File: src/rtl/mvm_pkg.sv
// mvm_pkg: shared state encoding, default sizes and counter-width helper for the streaming MVM
package mvm_pkg;
  typedef enum logic [2:0] {IDLE, LOAD_A, LOAD_X, MAC, OUT} state_t;
  localparam int M_DEF = 3;
  localparam int N_DEF = 3;
  localparam int IW_DEF = 8;
  localparam int OW_DEF = 16;
  function automatic int clog2_min1(input int n);
    return n > 1 ? $clog2(n) : 1;
  endfunction
endpackage

File: src/rtl/mvm_mac.sv
// mvm_mac: registered signed operands feeding a wrapping multiply-accumulate with sticky overflow
module mvm_mac
  import mvm_pkg::*;
#(
  parameter int IW = IW_DEF,
  parameter int OW = OW_DEF
) (
  input  logic                 clk,
  input  logic                 reset,
  input  logic                 ld,
  input  logic                 clear,
  input  logic                 en,
  input  logic signed [IW-1:0] a,
  input  logic signed [IW-1:0] b,
  output logic signed [OW-1:0] acc,
  output logic                 ovf
);
  logic signed [IW-1:0] op_a, op_b;
  logic signed [2*IW-1:0] prod;
  logic signed [OW-1:0] p, sum;
  assign prod = (2*IW)'(op_a) * (2*IW)'(op_b);
  assign p = OW'(prod);
  assign sum = acc + p;
  // operand capture, then accumulate; overflow is sign disagreement between equal-signed addends and their sum
  always_ff @(posedge clk) begin
    if (reset) begin
      op_a <= '0;
      op_b <= '0;
      acc <= '0;
      ovf <= 1'b0;
    end else begin
      if (ld) begin
        op_a <= a;
        op_b <= b;
      end
      if (clear) begin
        acc <= '0;
        ovf <= 1'b0;
      end else if (en) begin
        acc <= sum;
        ovf <= ovf | ((acc[OW-1] == p[OW-1]) && (sum[OW-1] != acc[OW-1]));
      end
    end
  end
endmodule

File: src/rtl/mvm_stream_param.sv
// mvm_stream_param: streaming y = A*x with optional reuse of the stored matrix between jobs
module mvm_stream_param
  import mvm_pkg::*;
#(
  parameter int M  = M_DEF,
  parameter int N  = N_DEF,
  parameter int IW = IW_DEF,
  parameter int OW = OW_DEF
) (
  input  logic                 clk,
  input  logic                 reset,
  input  logic                 s_valid,
  output logic                 s_ready,
  input  logic signed [IW-1:0] s_data,
  input  logic                 s_reuse,
  output logic                 m_valid,
  input  logic                 m_ready,
  output logic signed [OW-1:0] m_data,
  output logic                 m_overflow,
  output logic                 busy
);
  localparam int AW = clog2_min1(M*N);
  localparam int XW = clog2_min1(N);
  localparam int CW = clog2_min1(N+2);
  localparam int RW = clog2_min1(M);
  state_t state;
  logic a_loaded;
  logic [AW-1:0] ai;
  logic [XW-1:0] xi, xr;
  logic [CW-1:0] c;
  logic [RW-1:0] r, oi;
  logic signed [IW-1:0] a_mem [M*N];
  logic signed [IW-1:0] x_mem [N];
  logic signed [OW-1:0] y_mem [M];
  logic y_ovf [M];
  logic ld, clear, en, ovf;
  logic signed [OW-1:0] acc;
  assign s_ready = !reset && (state == IDLE || state == LOAD_A || state == LOAD_X);
  assign busy = state != IDLE;
  assign xr = XW'(c);
  assign ld = state == MAC && c < CW'(N);
  assign clear = state == MAC && c == '0;
  assign en = state == MAC && c != '0 && c <= CW'(N);
  mvm_mac #(.IW(IW), .OW(OW)) u_mac (
    .clk(clk), .reset(reset), .ld(ld), .clear(clear), .en(en),
    .a(a_mem[ai]), .b(x_mem[xr]), .acc(acc), .ovf(ovf)
  );
  // job sequencing: operand loading, fixed-length per-row MAC schedule, then ordered result drain
  always_ff @(posedge clk) begin
    if (reset) begin
      state <= IDLE;
      a_loaded <= 1'b0;
      ai <= '0;
      xi <= '0;
      c <= '0;
      r <= '0;
      oi <= '0;
      m_valid <= 1'b0;
      m_data <= '0;
      m_overflow <= 1'b0;
    end else begin
      case (state)
        IDLE: if (s_valid) begin
          c <= '0;
          r <= '0;
          if (s_reuse && a_loaded) begin
            x_mem[0] <= s_data;
            xi <= XW'(1);
            ai <= '0;
            state <= (N == 1) ? MAC : LOAD_X;
          end else begin
            a_mem[0] <= s_data;
            ai <= AW'(1);
            state <= LOAD_A;
          end
        end
        LOAD_A: if (s_valid) begin
          a_mem[ai] <= s_data;
          if (ai == AW'(M*N-1)) begin
            a_loaded <= 1'b1;
            ai <= '0;
            xi <= '0;
            state <= LOAD_X;
          end else ai <= ai + AW'(1);
        end
        LOAD_X: if (s_valid) begin
          x_mem[xi] <= s_data;
          if (xi == XW'(N-1)) begin
            ai <= '0;
            c <= '0;
            r <= '0;
            state <= MAC;
          end else xi <= xi + XW'(1);
        end
        MAC: begin
          ai <= ld ? ai + AW'(1) : ai;
          if (c == CW'(N+1)) begin
            y_mem[r] <= acc;
            y_ovf[r] <= ovf;
            c <= '0;
            oi <= '0;
            r <= (r == RW'(M-1)) ? '0 : r + RW'(1);
            state <= (r == RW'(M-1)) ? OUT : MAC;
          end else c <= c + CW'(1);
        end
        OUT: if (!m_valid) begin
          m_valid <= 1'b1;
          m_data <= y_mem[oi];
          m_overflow <= y_ovf[oi];
        end else if (m_ready) begin
          if (oi == RW'(M-1)) begin
            m_valid <= 1'b0;
            m_data <= '0;
            m_overflow <= 1'b0;
            state <= IDLE;
          end else begin
            oi <= oi + RW'(1);
            m_data <= y_mem[oi+RW'(1)];
            m_overflow <= y_ovf[oi+RW'(1)];
          end
        end
        default: state <= IDLE;
      endcase
    end
  end
endmodule

File: config.mk
export PLATFORM = sky130hd
export DESIGN_NAME = mvm_stream_param
export DESIGN_NICKNAME = d
export VERILOG_FILES = /design/src/rtl/mvm_pkg.sv /design/src/rtl/mvm_mac.sv /design/src/rtl/mvm_stream_param.sv
export SDC_FILE = /design/constraint.sdc
export NUM_CORES = 1
export LEC_CHECK = 0
export ABC_AREA = 1
export CAP_MARGIN = 5
export CELL_PAD_IN_SITES_DETAIL_PLACEMENT = 0
export CELL_PAD_IN_SITES_GLOBAL_PLACEMENT = 1
export CORE_MARGIN = 2
export CORE_UTILIZATION = 25
export CTS_BUF_LIST = sky130_fd_sc_hd__clkbuf_4 sky130_fd_sc_hd__clkbuf_8 sky130_fd_sc_hd__clkbuf_16
export CTS_CLUSTER_DIAMETER = 80
export DETAILED_ROUTE_END_ITERATION = 16
export PLACE_DENSITY = 0.56
export SLEW_MARGIN = 20
export SYNTH_ARGS = -nofsm -noshare
export SYNTH_HDL_FRONTEND = slang
export SYNTH_SLANG_ARGS = --single-unit
File: constraint.sdc
create_clock -name clk -period 15.85 [get_ports clk]
set_input_delay 1.585 -clock clk [delete_from_list [all_inputs] [get_ports clk]]
set_output_delay 1.585 -clock clk [all_outputs]
set_load 0.005 [all_outputs]
# ---- Word level (Yosys, flattened, before mapping)
# Memory sizes are Yosys's and may differ from the RTL's. A register that Yosys moved wholly into a read port is not among the register bits.
# Index checks and enable logic that the tools add are counted.
dict set report word_totals {
  ram_bits 147
  ff_bits 52
  input_bits 13
  elab_cells 163
  n_memories 4
}
# name words word_bits read_ports rd_ports_with_merged_regs write_ports line
set memory_table {}
lappend memory_table {a_mem 9 8 1 1 1 mvm_stream_param.sv:32} ;# logic signed [IW-1:0] a_mem [M*N];
lappend memory_table {y_mem 3 16 2 1 1 mvm_stream_param.sv:34} ;# logic signed [OW-1:0] y_mem [M];
lappend memory_table {x_mem 3 8 1 1 1 mvm_stream_param.sv:33} ;# logic signed [IW-1:0] x_mem [N];
lappend memory_table {y_ovf 3 1 2 1 1 mvm_stream_param.sv:35} ;# logic y_ovf [M];
dict set report classes {
  n_reduce_logical 29
  n_mul 1
  add_sub_neg 6
  magnitude_cmp 2
  muxes 83
  bitwise_logic 1
  eq_ne 25
}
# operator n
set ops {}
lappend ops {{two-way mux 16 bit} 3}
lappend ops {{two-way mux 2 bit} 21}
lappend ops {{two-way mux 3 bit} 14}
lappend ops {{two-way mux 1 bit} 30}
lappend ops {{two-way mux 4 bit} 7}
lappend ops {{!= test 2 bit, second input constant} 9}
lappend ops {{adder 16 bit} 1}
lappend ops {{multiplier 8 x 8 -> 16 bit} 1}
lappend ops {{two-way mux 8 bit} 2}
lappend ops {{case mux 4 bit (4 select lines)} 1}
lappend ops {{OR reduction 8 bit} 2}
lappend ops {{case mux 3 bit (5 select lines)} 1}
lappend ops {{case mux 2 bit (3 select lines)} 2}
lappend ops {{nonzero test 3 bit} 4}
lappend ops {{!= test 2 x 1 -> 1 bit, second input constant} 5}
lappend ops {{AND reduction 5 bit} 2}
lappend ops {{case mux 3 bit (3 select lines)} 1}
lappend ops {{AND reduction 9 bit} 1}
lappend ops {{logical AND 1 bit} 7}
lappend ops {{AND reduction 7 bit} 1}
lappend ops {{adder 2 x 1 -> 2 bit, second input constant} 3}
lappend ops {{equality test 2 bit, second input constant} 3}
lappend ops {{equality test 3 x 2 -> 1 bit, second input constant} 2}
lappend ops {{equality test 3 bit, second input constant} 2}
lappend ops {{20 further kinds} 22}

# ---- Logic depth before layout (Yosys ltp)
# Gate-level depths: netlist of run 1.
dict set report logic_depth {
  word_depth 7
  mapped_depth 30
}

# ---- Cells and area by module
# Synthesis of run 1 repeated with hierarchy kept, for this count alone.
dict set report unflattened {
  hier_cells 1520
  hier_area_um2 13063.8
}
# mod cells_each area_per_inst_um2 instances
set modules_own_cells {}
lappend modules_own_cells {mvm_stream_param 833 8296.7 1}
lappend modules_own_cells {mvm_mac 687 4767.1 1}

# ---- Worst setup path after synthesis of run 1
# OpenSTA, ideal clock, no wires.
dict set report synth_path {
  kind {flip-flop to flip-flop}
  start {reg u_mac.op_a[0] (read register of a_mem)}
  end {reg u_mac.acc[15]}
  path_slack_ns 10.834
  path_stages_with_launch 26
  setup_time_ns 0.109
  arrival_ns 4.907
  period_less_slack_ns 5.016
  path_cell_list {dfxtp_1 clkbuf_1 or2_2 fa_1 fa_1 inv_1 fa_1 inv_1 fa_1 inv_1 ha_1 a21o_1 a31oi_1 o221ai_1 xnor2_1 inv_1 ha_1 a21o_1 a21oi_1 o21bai_1 a21oi_1 inv_1 nand2_1 nand3_1 nand2_1 inv_1}
}
dict set report synth_between {
  elab_chain_cells 2
}
# element line
set synth_rtl {}
lappend synth_rtl {{start, declared} mvm_mac.sv:18} ;# logic signed [IW-1:0] op_a, op_b;
lappend synth_rtl {{multiplier 8 x 8 -> 16 bit} mvm_mac.sv:21} ;# assign prod = (2*IW)'(op_a) * (2*IW)'(op_b);
lappend synth_rtl {{adder 16 bit} mvm_mac.sv:23} ;# assign sum = acc + p;
lappend synth_rtl {{end signal, assigned} mvm_mac.sv:40} ;# acc <= sum;
lappend synth_rtl {{end, declared} mvm_mac.sv:15} ;# output logic signed [OW-1:0] acc,
# Every way passes these cells.
# A chain may end at the register's enable or synchronous reset.

# ---- Worst setup path after layout of run 1
dict set report layout_path {
  start {reg u_mac.op_a[7] (read register of a_mem)}
  end {reg u_mac.acc[14]}
}
# Same word-level chain as after synthesis.

==> flow_summary.toml, run 1 <==
[outcome]
outcome = "finished clean"

[floorplan]
coreArea_um2 = 48800
initial_core_util = 0.253
ios = 33
die_x_um = 226
die_area_um2 = 51300
row_count = 81
dieHeight_um = 226

[cts]
clock_sinks = 217
clkLatencyLatePin_ns = 0.53
ctsRootBufferMaster = "clkbuf_16"
cts_tree = "yes"
path_clk_slew_ns = 0.06
cts_resized = 0
cts_buffer_depth = 3
htree_levels = 1
cts_inserted_buffers = 25
holdBufCountCts = 0
cts_setup_buffers = 0

[synth]
syn_area_um2 = 12400
syn_inst = 1366
syn_nets = 1486
synth.distinct_cells = 47
synthArstFlopShare = 0
synth_flop_cell = "edfxtp_1"
synth_seq_cells = 217
yosysWarnings = 0
yosysSeqAreaShare = 0.470
avgSynthCellArea_um2 = 9.05
synth_edf_count = 147

[placement]
place_area_um2 = 13400
gp_congestion = 0.794
dpl_worst_slack_ns = 10.39
io_buffer_count = 32
place_hpwl_um = 21300

[sta]
slew_headroom = 0.351
skew_ns = 0.00691
drv_slew = 0
min_period_ns = 5.42
setup_violations = 0
finalSetupTns_ns = 0
rsz0062_at_grt = "no"
worst_slack_ns = 10.43
tightest_slew_ns = 0.972
fmax_mhz = 185
hold_viol = 0
fin_crit_sh = 0.342

[grt]
gr-total-overflow = 0
grt_pass1_vias = 9329
antenna_found_initial = 1
grt.total_usage = 0.122
grt_max_degree = 37
grt_pass1_wl_um = 49600

[pwr]
p_sw_uw = 445
ir_drop_uv = 60.9
power_frac_seq = 0.436
switching_share = 0.295
p_int_mw = 1.06
power_mw = 1.50
power.share.combinational = 0.183
p_leak_nw = 6.05
powerDensity_nw_per_um2 = 106
clockPowerShare = 0.382

[worst_setup_path]
ff2ff_path_depth = 26
r2r-end = "u_mac.acc[14]"
rrSetupSlack_ns = 10.43
path_max_fanout = 9
end_kind = "register"
cp-start-kind = "register"
cp.arrival_ns = 5.84
r2r_start = "u_mac.op_a[7]"
crit_required_ns = 16.27
worstSetupPathType = "register to register"

[min_path]
hold_path.startpoint = "oi[1]"
min_path_cells = 2
hold_path_end = "oi[1]"
hold_class = "register to register"

[drt]
routed_wl_um = 30000
via_per_inst = 4.43
ant_nets = 0
num_vias = 9117
wl_per_cell_um = 14.6
drc_errors = 0
drtPass1Iterations = 5
drt_iter0_drc = 602

[final_layout]
final_cell_area_um2 = 14200
diodes = 0
layout_common_cells = "229 x nand2_1, 218 x inv_1, 147 x edfxtp_1"
multiInputGateArea_um2 = 5440
layout.nets = 1497
syn_to_final_growth_pct = 14.6
register_area_um2 = 5820
final_layout_size_suffix_gt1_frac = 0.0552
fillCellCount = 5180
layout.cells.most_common = "nand2_1"
fin_util = 0.290

[run]
max_cap_violations = 0
## per-stage QoR
| step | hold slack [ns] | std cells |
|---|---|---|
| final | 0.499 | 2060 |
| after CTS | 0.499 | 2060 |
| after floorplan | 0.443 | 1366 |
| after detailed placement | 0.483 | 2014 |
| after global routing | 0.526 | 2060 |
| after global placement | 0.480 | 2014 |
## power by group through the flow
stage,Clock [mW],Combinational [mW],Sequential (mW)
floorplan,0,0.213,0.640
global placement,0,0.278,0.667
detailed placement,0,0.277,0.667
CTS,0.592,0.279,0.655
global route,0.616,0.317,0.659
finish,0.575,0.275,0.655
## registers in the layout (all words and copies together), names as in the netlist, 4 cells and up, named ones only
name        flops
a_mem          72
y_mem          48
x_mem          24
m_data         16
u_mac.acc      16
u_mac.op_a      8
u_mac.op_b      8
ai              4
## how the worst max path moves through the flow
stage                              from       endpoint  slack [ns]  cells past startpoint
after CTS                 u_mac.op_a[7]  u_mac.acc[14]       10.36                     26
after global placement    u_mac.op_a[7]  u_mac.acc[14]       10.40                     26
after floorplan           u_mac.op_a[0]  u_mac.acc[15]       10.83                     25
after global routing      u_mac.op_b[7]  u_mac.acc[14]        9.96                     24
after detailed placement  u_mac.op_a[7]  u_mac.acc[14]       10.39                     26
final                     u_mac.op_a[7]  u_mac.acc[14]       10.43                     26
## critical path: stages, from the launching register on
cell	delay [ns]
dfxtp_1	0.54
nand2_1	0.23
inv_1	0.13
fa_1	0.45
fa_1	0.53
fa_1	0.50
inv_1	0.05
fa_1	0.47
inv_1	0.04
ha_1	0.34
nand2_1	0.11
inv_1	0.04
nand2_1	0.06
nand2_1	0.06
a21oi_1	0.21
nor2_1	0.07
nor2_1	0.11
xor2_1	0.20
ha_1	0.30
a21oi_1	0.14
o21ai_0	0.12
a21oi_1	0.12
o21ai_0	0.15
a21oi_1	0.15
o21ai_0	0.10
nand2_1	0.07
inv_1	0.03
## synth_stat cells (all sizes together), types with 3 or more instances
cell / instances / area [um2]
a211oi: 11 / 82.6
a21o: 4 / 30.0
a21oi: 98 / 509
a22oi: 13 / 97.6
a31oi: 8 / 50.1
buf: 20 / 110
clkbuf: 41 / 154
clkinv: 3 / 11.3
dfxtp: 70 / 1400
edfxtp: 147 / 4410
fa: 56 / 1120
ha: 51 / 638
inv: 224 / 841
nand2: 232 / 883
nand3: 56 / 293
nand4: 4 / 25.0
nor2: 129 / 507
nor3: 9 / 61.3
o211ai: 9 / 67.6
o21ai: 114 / 574
o221ai: 3 / 26.3
o22ai: 31 / 194
or2: 4 / 25.0
xnor2: 7 / 61.3
xor2: 14 / 123
## cell type report
class / count / share of cell area
inverter: 227 / 0.0601
tap: 664 / 0.0586
clock buffer: 31 / 0.0473
timing repair buffer: 45 / 0.0295
sequential: 217 / 0.410
clock inverter: 15 / 0.0105
multi-input combinational: 861 / 0.384
## metal layers
metal  part of all wire  wire length (um)  global-route usage  vias up
met5                  0                 0                   0        -
met4              0.018               552              0.0327        0
met3              0.040              1190              0.0163       34
met2               0.47             14200               0.211      155
met1               0.47             14000               0.160     4389
li1                   -                 -                   -     4539
## kinds of logic (layout without fill, tap and decap cells)
kind of cell               count (synthesis)  in the layout  share of synthesized area
AOI/OAI and AO/OA                        297            297                      0.136
xor gates and xnor gates                  21             21                     0.0149
adders and majority gates                107            107                      0.142
buffers and inverters                    288            318                     0.0902
DFF                                      217            217                      0.470
and+or+nand+nor                          436            436                      0.146
(Power assumes the default switching activity.)
==> run 2, diff against run 1 <==
- PLACE_DENSITY: 0.56 -> 0.58
- clock period: 15.85 -> 4.5 ns (I/O delays scaled with it)
==> run 2 against run 1 <==
The flow now finishes with violations (negative setup slack). Via count increased by 2.9%. Clock skew is 0.015 ns higher. Utilization is 2.7 points higher. Critical path type unchanged. Critical endpoint is now u_mac.acc[13]. Largest cell class is now multi-input gates.
==> flow_summary.toml, run 2 (synthesis results as in run 1) <==
[outcome]
outcome = "complete, but fails checks"
violations = "negative setup slack"

[pwr]
power.share.combinational = 0.211
p_leak_nw = 6.58
clockPowerShare = 0.392
switching_share = 0.300
ir_drop_uv = 237
p_sw_mw = 1.73
p_int_mw = 4.03
power_frac_seq = 0.398
powerDensity_nw_per_um2 = 372

[worst_setup_path]
crit_required_ns = 4.95
cp-start-kind = "register"
ff2ff_path_depth = 25
cp.arrival_ns = 5.34
critPathMostFrequentCell = "fa_1"
r2r-end = "u_mac.acc[13]"
worstSetupPathType = "register to register"
path_max_fanout = 3
rrSetupSlack_ns = -0.39
crit_slowest_cell = "fa_1"
end_kind = "register"
r2r_start = "u_mac.op_b[7]"
critical_path.max_stage_delay_ns = 0.55

[sta]
setup_violations = 7
fmax_mhz = 204
min_period_ns = 4.89
drv_slew = 0
worst_slack_ns = -0.391
fin_crit_sh = 1.09
skew_ns = 0.0223
slew_headroom = 0.293
rsz0062_at_grt = "yes"
tightest_slew_ns = 1.06
finalSetupTns_ns = -2.24
hold_viol = 0

[grt]
gr-usage-met3 = 0.0175
grt_use_met1 = 0.164
gr-usage-met2 = 0.215
busiest_layer = "met2"
grt_pass1_vias = 9530
antenna_found_initial = 0
grt.total_usage = 0.124
gr-total-overflow = 0
grt_max_degree = 38
grt_pass1_wl_um = 50600

[min_path]
min_path_cells = 2
hold_path.startpoint = "oi[1]"
hold_class = "register to register"

[drt]
via_per_inst = 4.37
wl_per_cell_um = 14.4
num_vias = 9378
drc_errors = 0
ant_nets = 0
drt_iter0_drc = 457
drtPass1Iterations = 5
routed_wl_um = 30800

[final_layout]
largest_register_ffs = 72
fillCellCount = 5082
layout.cells.most_common = "nand2_1"
regMostFlops = "a_mem"
syn_to_final_growth_pct = 25.2
diodes = 0
layout.nets = 1581
register_area_um2 = 5850
multiInputGateArea_um2 = 5910
fin_cells = 2145
final_layout_size_suffix_gt1_frac = 0.178
reg.largest.list = "a_mem: 72 flops, y_mem: 48 flops, x_mem: 24 flops"
layout_common_cells = "216 x nand2_1, 202 x inv_1, 147 x edfxtp_1"

[placement]
gp_congestion = 0.775
io_buffer_count = 32
dp_cells = 2089
place_hpwl_um = 21800

[cts]
clkLatencyLatePin_ns = 0.56
ctsRootBufferMaster = "clkbuf_16"
clock_sinks = 217
cts_inserted_buffers = 26
cts_tree = "yes"
path_clk_slew_ns = 0.06
htree_levels = 1
cts_buffer_depth = 3

[floorplan]
die_area_um2 = 51300
initial_core_util = 0.253
coreArea_um2 = 48800
ios = 33
row_count = 81
dieHeight_um = 226
die_x_um = 226

[run]
max_cap_violations = 0
[run 2: cell types whose count changed in the layout (fill, tap and decap cells not counted), sizes merged]
| cell | delta |
|---|---|
| bufinv | +2 |
| clkinv | +1 |
| clkbuf | -4 |
| inv | +1 |
| buf | +83 |
| clkinvlp | +2 |
[run 2: critical path: cells and delay by family, from the launching register on]
kind / cells / cell delay (ns)
flip-flops: 1 / 0.33
XOR/XNOR: 1 / 0.15
adder cells (fa/ha/maj): 6 / 2.53
buffers and inverters: 7 / 0.40
AO/OA/AOI/OAI: 7 / 1.02
AND/OR/NAND/NOR: 4 / 0.34
[run 2: worst max path at each step]
| stage | startpoint | endpoint | slack [ns] | cells past startpoint |
|---|---|---|---|---|
| after CTS | u_mac.op_a[6] | u_mac.acc[13] | -0.40 | 24 |
| after global placement | u_mac.op_a[6] | u_mac.acc[15] | -0.50 | 24 |
| after floorplan | u_mac.op_b[2] | u_mac.acc[15] | -0.27 | 27 |
| after global routing | u_mac.op_a[4] | u_mac.acc[14] | -0.68 | 27 |
| final | u_mac.op_b[7] | u_mac.acc[13] | -0.39 | 25 |
| after detailed placement | u_mac.op_a[6] | u_mac.acc[14] | -0.55 | 26 |
[run 2: layer usage]
layer  share of wire  routed length, um
met5               0                  0
met4           0.019                573
met3           0.038               1180
met2            0.48              14900
met1            0.46              14200
[run 2: cell type report]
type,count,area share
clock buffers,27,0.0425
repair buffers,128,0.0706
inverters,227,0.0552
well taps,664,0.0537
flip-flops and latches,217,0.378
multi-input cells,861,0.382
clock inverters,21,0.0181
[run 2: timing repair]
| item | in CTS | in global routing |
|---|---|---|
| hold buffers | 0 | 0 |
| pin swaps | 20 | 29 |
| setup endpoints to repair | 11 | 11 |
| buffers inserted | 6 | 2 |
| resized for setup | 42 | 80 |
[run 2: per-stage QoR]
stage	util	power [mW]	setup slack, ns	instance area (um2)	hold WS [ns]
after floorplan	-	3.03	-0.266	12500	0.443
after global placement	0.287	3.44	-0.502	14000	0.477
after detailed placement	0.287	3.45	-0.546	14000	0.488
after CTS	0.310	5.76	-0.404	15200	0.499
after global routing	0.317	6.05	-0.679	15500	0.528
final	0.317	5.76	-0.391	15500	0.500
[run 2: power groups by stage]
stage / clock network, mW / registers (mW) / logic (mW)
after floorplan: 0 / 2.26 / 0.778
after global placement: 0 / 2.32 / 1.12
after detailed placement: 0 / 2.33 / 1.13
after CTS: 2.31 / 2.29 / 1.16
after global routing: 2.38 / 2.30 / 1.37
final: 2.26 / 2.29 / 1.21
